File: config.mk
export PLATFORM = sky130hd
export DESIGN_NAME = seq_bin2bcd
export DESIGN_NICKNAME = d
export VERILOG_FILES = /design/src/rtl/seq_mult_pkg.sv /design/src/rtl/bcd_digit_adj.sv /design/src/rtl/seq_bin2bcd.sv
export SDC_FILE = /design/constraint.sdc
export NUM_CORES = 1
export LEC_CHECK = 0
export ABC_AREA = 0
export CAP_MARGIN = 0
export CELL_PAD_IN_SITES_DETAIL_PLACEMENT = 2
export CELL_PAD_IN_SITES_GLOBAL_PLACEMENT = 2
export CORE_MARGIN = 4
export CORE_UTILIZATION = 32
export CTS_CLUSTER_SIZE = 10
export DETAILED_ROUTE_END_ITERATION = 10
export MAX_ROUTING_LAYER = met4
export PLACE_DENSITY_LB_ADDON = 0.1
export SLEW_MARGIN = 20
export SYNTH_ARGS = -nofsm -noshare
export SYNTH_HDL_FRONTEND = slang
export SYNTH_HIERARCHICAL = 1
export SYNTH_SLANG_ARGS = --single-unit
File: constraint.sdc
create_clock -name clk -period 2.15 [get_ports clk]
set_input_delay 0.215 -clock clk [delete_from_list [all_inputs] [get_ports clk]]
set_output_delay 0.215 -clock clk [all_outputs]
set_load 0.01 [all_outputs]
File: src/rtl/seq_mult_pkg.sv
// Shared types and constants for the multiplier display path: the converter
// FSM state encoding and the width of one BCD digit.
package seq_mult_pkg;

  typedef enum logic [1:0] {
    IDLE  = 2'd0,
    SHIFT = 2'd1,
    DONE  = 2'd2
  } state_t;

  localparam int BCD_W = 4;

endpackage : seq_mult_pkg

File: src/rtl/bcd_digit_adj.sv
// Double-dabble correction for one BCD digit: a digit of 5 or more gets 3
// added so the following left shift carries correctly into the next digit.
module bcd_digit_adj
  import seq_mult_pkg::*;
(
  input  logic [BCD_W-1:0] d_in,
  output logic [BCD_W-1:0] d_out
);

  assign d_out = (d_in >= BCD_W'(5)) ? d_in + BCD_W'(3) : d_in;

endmodule : bcd_digit_adj

File: src/rtl/seq_bin2bcd.sv
// Sequential shift-and-add-3 binary to BCD converter, one bit per cycle.
// Optional leading-zero blank flags are built when BIN2BCD_BLANK_EN is defined.
module seq_bin2bcd
  import seq_mult_pkg::*;
#(
  parameter int BIN_W  = 8,
  parameter int DIGITS = 3
) (
  input  logic                    clk,
  input  logic                    clr,
  input  logic                    start,
  input  logic [BIN_W-1:0]        bin,
  output logic                    busy,
  output logic                    done,
  output logic [BCD_W*DIGITS-1:0] bcd,
  output logic [DIGITS-1:0]       blank
);

  localparam int CNT_W  = $clog2(BIN_W + 1);
  localparam int BCD_TW = BCD_W * DIGITS;

  state_t              r_state;
  logic [CNT_W-1:0]    r_cnt;
  logic [BIN_W-1:0]    r_shreg;
  logic [BCD_TW-1:0]   r_digits;
  logic [BCD_TW-1:0]   r_bcd;
  logic                r_busy;
  logic                r_done;

  logic [BCD_TW-1:0]   w_adj;
  logic [BCD_TW-1:0]   w_digits_next;
  logic [BIN_W-1:0]    w_shreg_next;
  logic                w_last;

  generate
    for (genvar gi = 0; gi < DIGITS; gi++) begin : g_adj
      bcd_digit_adj u_adj (
        .d_in  (r_digits[gi*BCD_W +: BCD_W]),
        .d_out (w_adj[gi*BCD_W +: BCD_W])
      );
    end
  endgenerate

  // Correct then shift in the same cycle; the adjusted MSB falls off the top.
  assign {w_digits_next, w_shreg_next} = {w_adj, r_shreg} << 1;
  assign w_last = (r_cnt == CNT_W'(BIN_W - 1));

  always_ff @(posedge clk) begin
    if (clr) begin
      r_state  <= IDLE;
      r_cnt    <= '0;
      r_shreg  <= '0;
      r_digits <= '0;
      r_bcd    <= '0;
      r_busy   <= 1'b0;
      r_done   <= 1'b0;
    end else begin
      case (r_state)
        IDLE: begin
          r_done <= 1'b0;
          if (start) begin
            r_shreg  <= bin;
            r_digits <= '0;
            r_cnt    <= '0;
            r_busy   <= 1'b1;
            r_state  <= SHIFT;
          end
        end
        SHIFT: begin
          r_digits <= w_digits_next;
          r_shreg  <= w_shreg_next;
          r_cnt    <= r_cnt + CNT_W'(1);
          if (w_last) begin
            r_bcd   <= w_digits_next;
            r_done  <= 1'b1;
            r_state <= DONE;
          end
        end
        DONE: begin
          r_done  <= 1'b0;
          r_busy  <= 1'b0;
          r_state <= IDLE;
        end
        default: begin
          r_done  <= 1'b0;
          r_busy  <= 1'b0;
          r_state <= IDLE;
        end
      endcase
    end
  end

  assign busy = r_busy;
  assign done = r_done;
  assign bcd  = r_bcd;

`ifdef BIN2BCD_BLANK_EN
  logic [DIGITS-1:0] r_blank;
  logic [DIGITS-1:0] w_blank;

  // The ones digit is never blanked so a zero result still shows "0".
  generate
    for (genvar gi = 0; gi < DIGITS; gi++) begin : g_blank
      if (gi == 0) begin : g_ones
        assign w_blank[gi] = 1'b0;
      end else begin : g_upper
        assign w_blank[gi] = (w_digits_next[BCD_TW-1:gi*BCD_W] == '0);
      end
    end
  endgenerate

  always_ff @(posedge clk) begin
    if (clr) begin
      r_blank <= '0;
    end else if (r_state == SHIFT && w_last) begin
      r_blank <= w_blank;
    end
  end

  assign blank = r_blank;
`else
  assign blank = '0;
`endif

endmodule : seq_bin2bcd
==> results by stage, run 1 <==
Timing:
- Setup total negative slack on the finished layout was measured at 0 ns.
- The count of final max-slew check failures came to 0.
- Across all setup checks in the final design, the least slack found is 0.224 ns.
- Setup repair after global routing left no endpoint under its margin.
- Of the available clock period, the critical path in the final layout requires 89.6%.
- The clock period could shrink to 1.93 ns.
- The final hold violation count is 0.
- Setup violations remaining at the end of the flow were counted as 0.
- The clock skew after layout is 0.00567 ns.
- Derived from the worst setup path, the maximum achievable clock frequency is 0.519 GHz.

Layout:
- The area growth from synthesis to layout is 19.2%.
- The net count of the finished layout is ~260.
- 0 antenna diodes ended up in the layout.
- Leaving out fill and tap cells, the most frequent cell in the layout is sky130_fd_sc_hd__dfxtp_1.
- The count of fill cells added during filler insertion is 642.
- The post-route netlist has 8.61% of its cells at a drive strength greater than 1.
- In the layout the commonest cells are sky130_fd_sc_hd__dfxtp_1, sky130_fd_sc_hd__clkdlybuf4s50_1, sky130_fd_sc_hd__inv_1.

Global route:
- The largest net degree at the start of global routing is 27.
- The first global-routing pass estimated 9050 um of wire.
- The initial antenna violation count came to 0.
- The sum of overflow across all layers after global routing is 0.
- In the global route stage, overall resource usage came out at 15.7%.
- The via count of the first global-routing pass is ~1,800.

Run status:
- The run finished with clean final reports.

Detailed routing:
- The remaining antenna violation count is 0.
- The total length of routed wires is 5230 um.
- The number of remaining DRC errors is 0.
- The detailed-route wire length per cell is 16.5 um.
- Dividing the detail-routed via count by the number of cells gives 5.22.
- The first detailed-routing pass took 4 iterations.
- The detailed router finished its first iteration with 43 violations.
- The total vias in the final route is around 1,600.

Synth:
- The synthesized area per cell is 8.68 um^2.
- The warning count from the yosys run is 6.
- The post-synthesis cell area is 0.00192 mm^2.
- The number of cells produced by synthesis is 221.

Place:
- The number of port buffers is 24.
- The minimum setup slack after placement is ~0.21 ns.
- Detailed placement finished with a half-perimeter wire length of 3900 um.
- Routability-driven placement finished with a final weighted congestion of roughly 0.80.

CTS:
- The number of levels in the clock H-tree is 2.
- The number of buffers between clock root and the deepest sink is 2.
- The post-cts gate resize count is 0.
- The CTS sink count is 40.
- TritonCTS built the clock tree.
- Buffers added to address setup during post-CTS repair amount to 0.
- Clock-pin slew was measured on the worst setup and hold paths at ~0.070 ns.
- Clock latency on the worst-skew pair, taken at its later pin, is 0.29 ns.
- The hold buffer count at CTS is 0.
- CTS placed an instance of sky130_fd_sc_hd__clkbuf_8 at the clock tree root.
- The clock buffer count from CTS is 5.

Flow run:
- The number of violations of the max-capacitance limit is 0.

Worst setup path:
- Of all nets on the critical path, the largest fanout is 3.
- The category of the critical setup timing path is reg2reg.
- Counting cells, the worst reg-to-reg path comes to 8.
- The arrival time at the worst endpoint is 2.15 ns.
- The kind of end point of the critical path is a register.
- For the worst setup path, the data required time is 2.37 ns.
- The nature of the critical path startpoint is a register.

Die:
- The area inside the core boundary is 0.00568 mm^2.
- Once the floorplan was initialized, standard cells occupied between 30% and 40% of the core.
- In this run the core area contains 27 standard-cell rows.
- The floorplan die width is ~85 um.
- The die is 85.4 um tall.
- The floorplan step defined a die boundary enclosing 0.00730 mm^2.
- The number of ports placed on the die boundary is 28.

Min path:
- The tightest min-delay check is of the reg2reg type.
- The worst hold path passes through 2 cells.

Power and ir drop:
- The static leakage is 0.859 nW.
- The switching share of power is 24.6%.
- The internal power consumption is 0.00107 W.
- The worst-case IR drop observed on VDD is 241 uV.
- The combinational power share is 8.8%.
- The design draws 0.00142 W.
- Of the total power, registers draw 54.3%.
- The power per standard cell area is 622 mW/mm^2.
- The switching power of the nets is 0.000350 W.
- The clock network accounts for 37.0% of the total power.
-- state kept, by name, summed over array words and instances (netlist names) --
register / flops
r_state: 2
bcd: 12
r_digits: 12
r_cnt: 4
busy: 1
r_shreg: 8
done: 1
-- critical path, stage by stage, from the launching register on --
cell                       delay (ns)
sky130_fd_sc_hd__dfxtp_1         0.36
sky130_fd_sc_hd__inv_1           0.09
sky130_fd_sc_hd__ha_1            0.17
sky130_fd_sc_hd__nand2b_1        0.17
sky130_fd_sc_hd__a21oi_2         0.21
sky130_fd_sc_hd__mux2i_1         0.28
sky130_fd_sc_hd__inv_1           0.08
sky130_fd_sc_hd__or3_1           0.38
sky130_fd_sc_hd__a21oi_1         0.13
-- metrics by stage --
step / hold slack (ns) / area, um^2 / instances / utilization (%)
floorplan: 0.442 / 1930 / 223 / -
global placement: 0.452 / 2200 / 308 / 38.7
detailed placement: 0.470 / 2200 / 308 / 38.7
CTS: 0.481 / 2290 / 316 / 40.3
global route: 0.513 / 2290 / 316 / 40.3
finish: 0.475 / 2290 / 316 / 40.3
-- power groups by stage --
stage	registers (W)	logic [W]	clock network, W
floorplan	0.000786	0.0000846	0
global placement	0.000788	0.000120	0
detailed placement	0.000791	0.000126	0
CTS	0.000773	0.000127	0.000541
global route	0.000776	0.000140	0.000574
finish	0.000773	0.000125	0.000526
-- routing by layer --
metal | part of all wire [%] | wire [um] | up-vias | global-route usage, %
met1 | 45 | 2350 | 812 | 19.2
met5 | 0 | 0 | - | -
met3 | 3.3 | 171 | 6 | 3.20
met2 | 51 | 2650 | 28 | 26.3
li1 | - | - | 803 | -
met4 | 1.1 | 55 | 0 | 3.88
-- area by class of cell --
| type | count | area (um^2) | area share [%] |
|---|---|---|---|
| tap | 72 | 90.1 | 3.94 |
| clock buffer | 8 | 90.1 | 3.94 |
| inverter | 21 | 78.8 | 3.44 |
| timing repair buffer | 29 | 278 | 12.1 |
| sequential | 40 | 801 | 35.0 |
| multi-input combinational | 146 | 951 | 41.6 |
-- worst paths after layout --
| path | from | slack, ns | end |
|---|---|---|---|
| worst max-delay path | r_digits[1] | 0.22 | bcd[2] |
| worst min-delay path | busy | 0.48 | busy |
| worst min register to register | busy | 0.48 | busy |
| worst max register to register | r_digits[1] | 0.22 | bcd[2] |
Note: power is estimated with default switching activity, not from simulation.
==> run 2: changes to the inputs <==
--- a/config.mk
+++ b/config.mk
@@ -7,8 +7,9 @@
 export LEC_CHECK = 0
 export ABC_AREA = 0
 export CAP_MARGIN = 0
-export CELL_PAD_IN_SITES_DETAIL_PLACEMENT = 2
+export CELL_PAD_IN_SITES_DETAIL_PLACEMENT = 1
 export CELL_PAD_IN_SITES_GLOBAL_PLACEMENT = 2
+export CORE_ASPECT_RATIO = 2
 export CORE_MARGIN = 4
 export CORE_UTILIZATION = 32
 export CTS_CLUSTER_SIZE = 10
==> results by stage, run 2 (same netlist as run 1, synthesis figures left out) <==
CTS:
- The CTS clock-pin slew for the worst setup and hold paths is 0.06 ns (about the same).
- The number of levels in the clock H-tree is 2 (unchanged).
- The number of buffers between clock root and the deepest sink came to 2 (unchanged).
- The hold buffer count at CTS is 0 (unchanged).
- TritonCTS built the clock tree.
- The clock latency on the worst-skew pair is 0.28 ns (about the same).
- The clock tree root driver cell is sky130_fd_sc_hd__clkbuf_16.
- The post-cts gate resize count came to 0 (unchanged).
- The count of buffers added by post-CTS timing repair for setup is 0 (unchanged).
- The clock buffer count from CTS is 5 (unchanged).
- The CTS sink count is 40 (unchanged).

Timing:
- The number of setup violations in the final report is 0 (unchanged).
- The final hold violation count came to 0 (unchanged).
- The count of final max-slew check failures came to 0 (unchanged).
- The clock period minus final worst setup slack is 1.90 ns (-0.0263 ns).
- The clock skew after layout was 0.00451 ns (-0.00116 ns).
- The achievable frequency is 0.526 GHz (+1.4%).
- Setup repair after global routing left no endpoint under its margin.
- The fraction of the cycle the final worst path needs is 88.4% (-1.2 points).
- The accumulated negative setup slack is 0 ns (unchanged).

Power and ir drop:
- The peak ir drop on the vdd network is 415 uV (+72%).
- The combinational power share was 6.9% (-1.9 points).
- The clock share of power is 48.8% (+12 points).
- The switching power of the nets is 0.000390 W (+11%).
- The power per standard cell area was 745 mW/mm^2 (+20%).
- The internal power consumption is 0.00136 W (+26%).
- The static leakage is 0.889 nW (+3.4%).
- The switching share of power is 22.3% (-2.3 points).
- The relative contribution of sequential cells to total power is 44.3% (-10 points).

Worst setup path:
- The kind of cell with the highest combined delay along the critical path is simple AND/OR/NAND/NOR gates.
- The maximum fanout along the worst path is 3 (unchanged).
- Walking the worst path, the cells encountered are inv_1 -> ha_1 -> nand2b_1 -> a21oi_2 -> mux2i_1 -> inv_1 -> or3_1 -> a21oi_1.
- The arrival time at the worst endpoint is 2.11 ns (-0.04 ns).
- The nature of the critical path startpoint is a register.
- The cell with the largest stage delay on the worst path is sky130_fd_sc_hd__dfxtp_1.
- The required time of the worst setup path is 2.36 ns (about the same).
- In this design, the critical path's most frequently occurring cell is sky130_fd_sc_hd__inv_1.
- The kind of end point of the critical path is a register.
- The number of buffers and inverters on the critical path is 2 (unchanged).
- The critical path's largest stage delay is 0.37 ns (about the same).
- By startpoint and endpoint, the worst setup path is classified as reg2reg.

Layout:
- The number of nets in the finished design is 260 (-0.38%).
- The final design utilization is 40.7% (+0.40 points).
- The most common cell after layout, fill and taps aside is sky130_fd_sc_hd__dfxtp_1.
- The antenna diode instance count is 0 (unchanged).
- The ratio of cells with drive above 1 in the final layout is 9.05% (+0.45 points).
- In the layout the commonest cells are sky130_fd_sc_hd__dfxtp_1, sky130_fd_sc_hd__clkdlybuf4s50_1, sky130_fd_sc_hd__inv_1.
- The area growth from synthesis to layout is 22.2%.
- The final design instance area without fill is 0.00234 mm^2 (+2.5%).

Detailed routing:
- The detailed-route wire length per cell is 16.4 um (-0.61%).
- The total vias in the final route was 1,623 (-1.6%).
- The average via count per standard cell is 5.34 (+2.3%).
- The number of remaining DRC errors came to 0 (unchanged).
- The iteration count of the initial detailed-routing pass was 4 (unchanged).
- The remaining antenna violation count is 0 (unchanged).
- The initial detailed-routing violation count is 45 (+4.7%).
- The total length of routed wires was 5000 um (-4.4%).

Global route:
- The total routing resource utilization after global routing is 15.2% (-0.46 points).
- The initial antenna violation count is 0 (unchanged).
- The first-pass GRT wire length was 8530 um (-5.7%).
- The sum of overflow across all layers after global routing is 0 (unchanged).
- The via count of the first global-routing pass is 1,792 (+0.62%).
- The largest net degree at the start of global routing was 27 (unchanged).

Die:
- The area inside the core boundary came to 0.00576 mm^2 (+1.5%).
- The height of the die is 118 um (+38%).
- The total die area is 0.00738 mm^2 (+1.0%).
- The number of ports placed on the die boundary is 28 (unchanged).
- The total number of placement rows was 39 (+44%).
- The starting density of the core was 33.3% (-0.49 points).
- The floorplan die width is 62.8 um (-27%).

Place:
- The number of port buffers is 24 (unchanged).
- The instance area after placement is 0.00218 mm^2 (-0.97%).
- The placer congestion estimate is 0.721 (-9.4%).
- The sum of net half-perimeters after detailed placement is 3770 um (-3.4%).

Min path:
- The min-delay analysis places its worst path in the category reg2reg.

Flow run:
- The number of violations of the max-capacitance limit is 0 (unchanged).

Run status:
- The flow ran to the end, and the final reports show no timing, DRC or antenna violations.
-- run 2: per-layer routing --
layer | track usage [%] | vias to the layer above | share of wire, %
met5 | - | - | 0
met4 | 5.26 | 0 | 1.5
met3 | 3.34 | 5 | 2.5
met2 | 30.2 | 23 | 58
met1 | 13.6 | 790 | 38
li1 | - | 805 | -
-- run 2: tightest hold or removal path: stages (launching register included) --
cell and delay [ns]:
sky130_fd_sc_hd__dfxtp_1 0.31, sky130_fd_sc_hd__inv_1 0.05, sky130_fd_sc_hd__a211oi_1 0.06
-- run 2: power groups by stage --
stage          Clock (W)  Combinational (W)  Sequential [W]
4_1_cts         0.000875           0.000123        0.000774
5_1_grt         0.000913           0.000135        0.000776
6_report        0.000853           0.000120        0.000774
3_5_place_dp           0           0.000123        0.000791
2_1_floorplan          0          0.0000846        0.000786
3_3_place_gp           0           0.000118        0.000789
-- run 2: path summary, 6_finish.rpt --
path | from | to | slack (ns) | cells past startpoint
worst max-delay path | r_digits[1] | bcd[2] | 0.25 | 8
worst min-delay path | busy | busy | 0.47 | 2
worst max register to register | r_digits[1] | bcd[2] | 0.25 | 8
worst min register to register | busy | busy | 0.47 | 2
-- run 2: layout make-up --
class                           instances  area [um^2]
Clock buffer                            5          125
Tap cell                               61         76.3
Clock inverter                          3         42.5
Inverter                               21         78.8
Sequential cell                        40          801
Fill cell                             692         3410
Multi-Input combinational cell        146          951
Timing Repair Buffer                   28          270
-- run 2: per-stage QoR --
stage                     std cells  hold slack, ns  power [W]  setup slack (ns)
after detailed placement        296           0.455   0.000913             0.242
after CTS                       304           0.471    0.00177             0.210
after global placement          296           0.448   0.000908             0.360
final                           304           0.468    0.00175             0.250
after global routing            304           0.490    0.00182             0.111
after floorplan                 223           0.442   0.000871             0.473
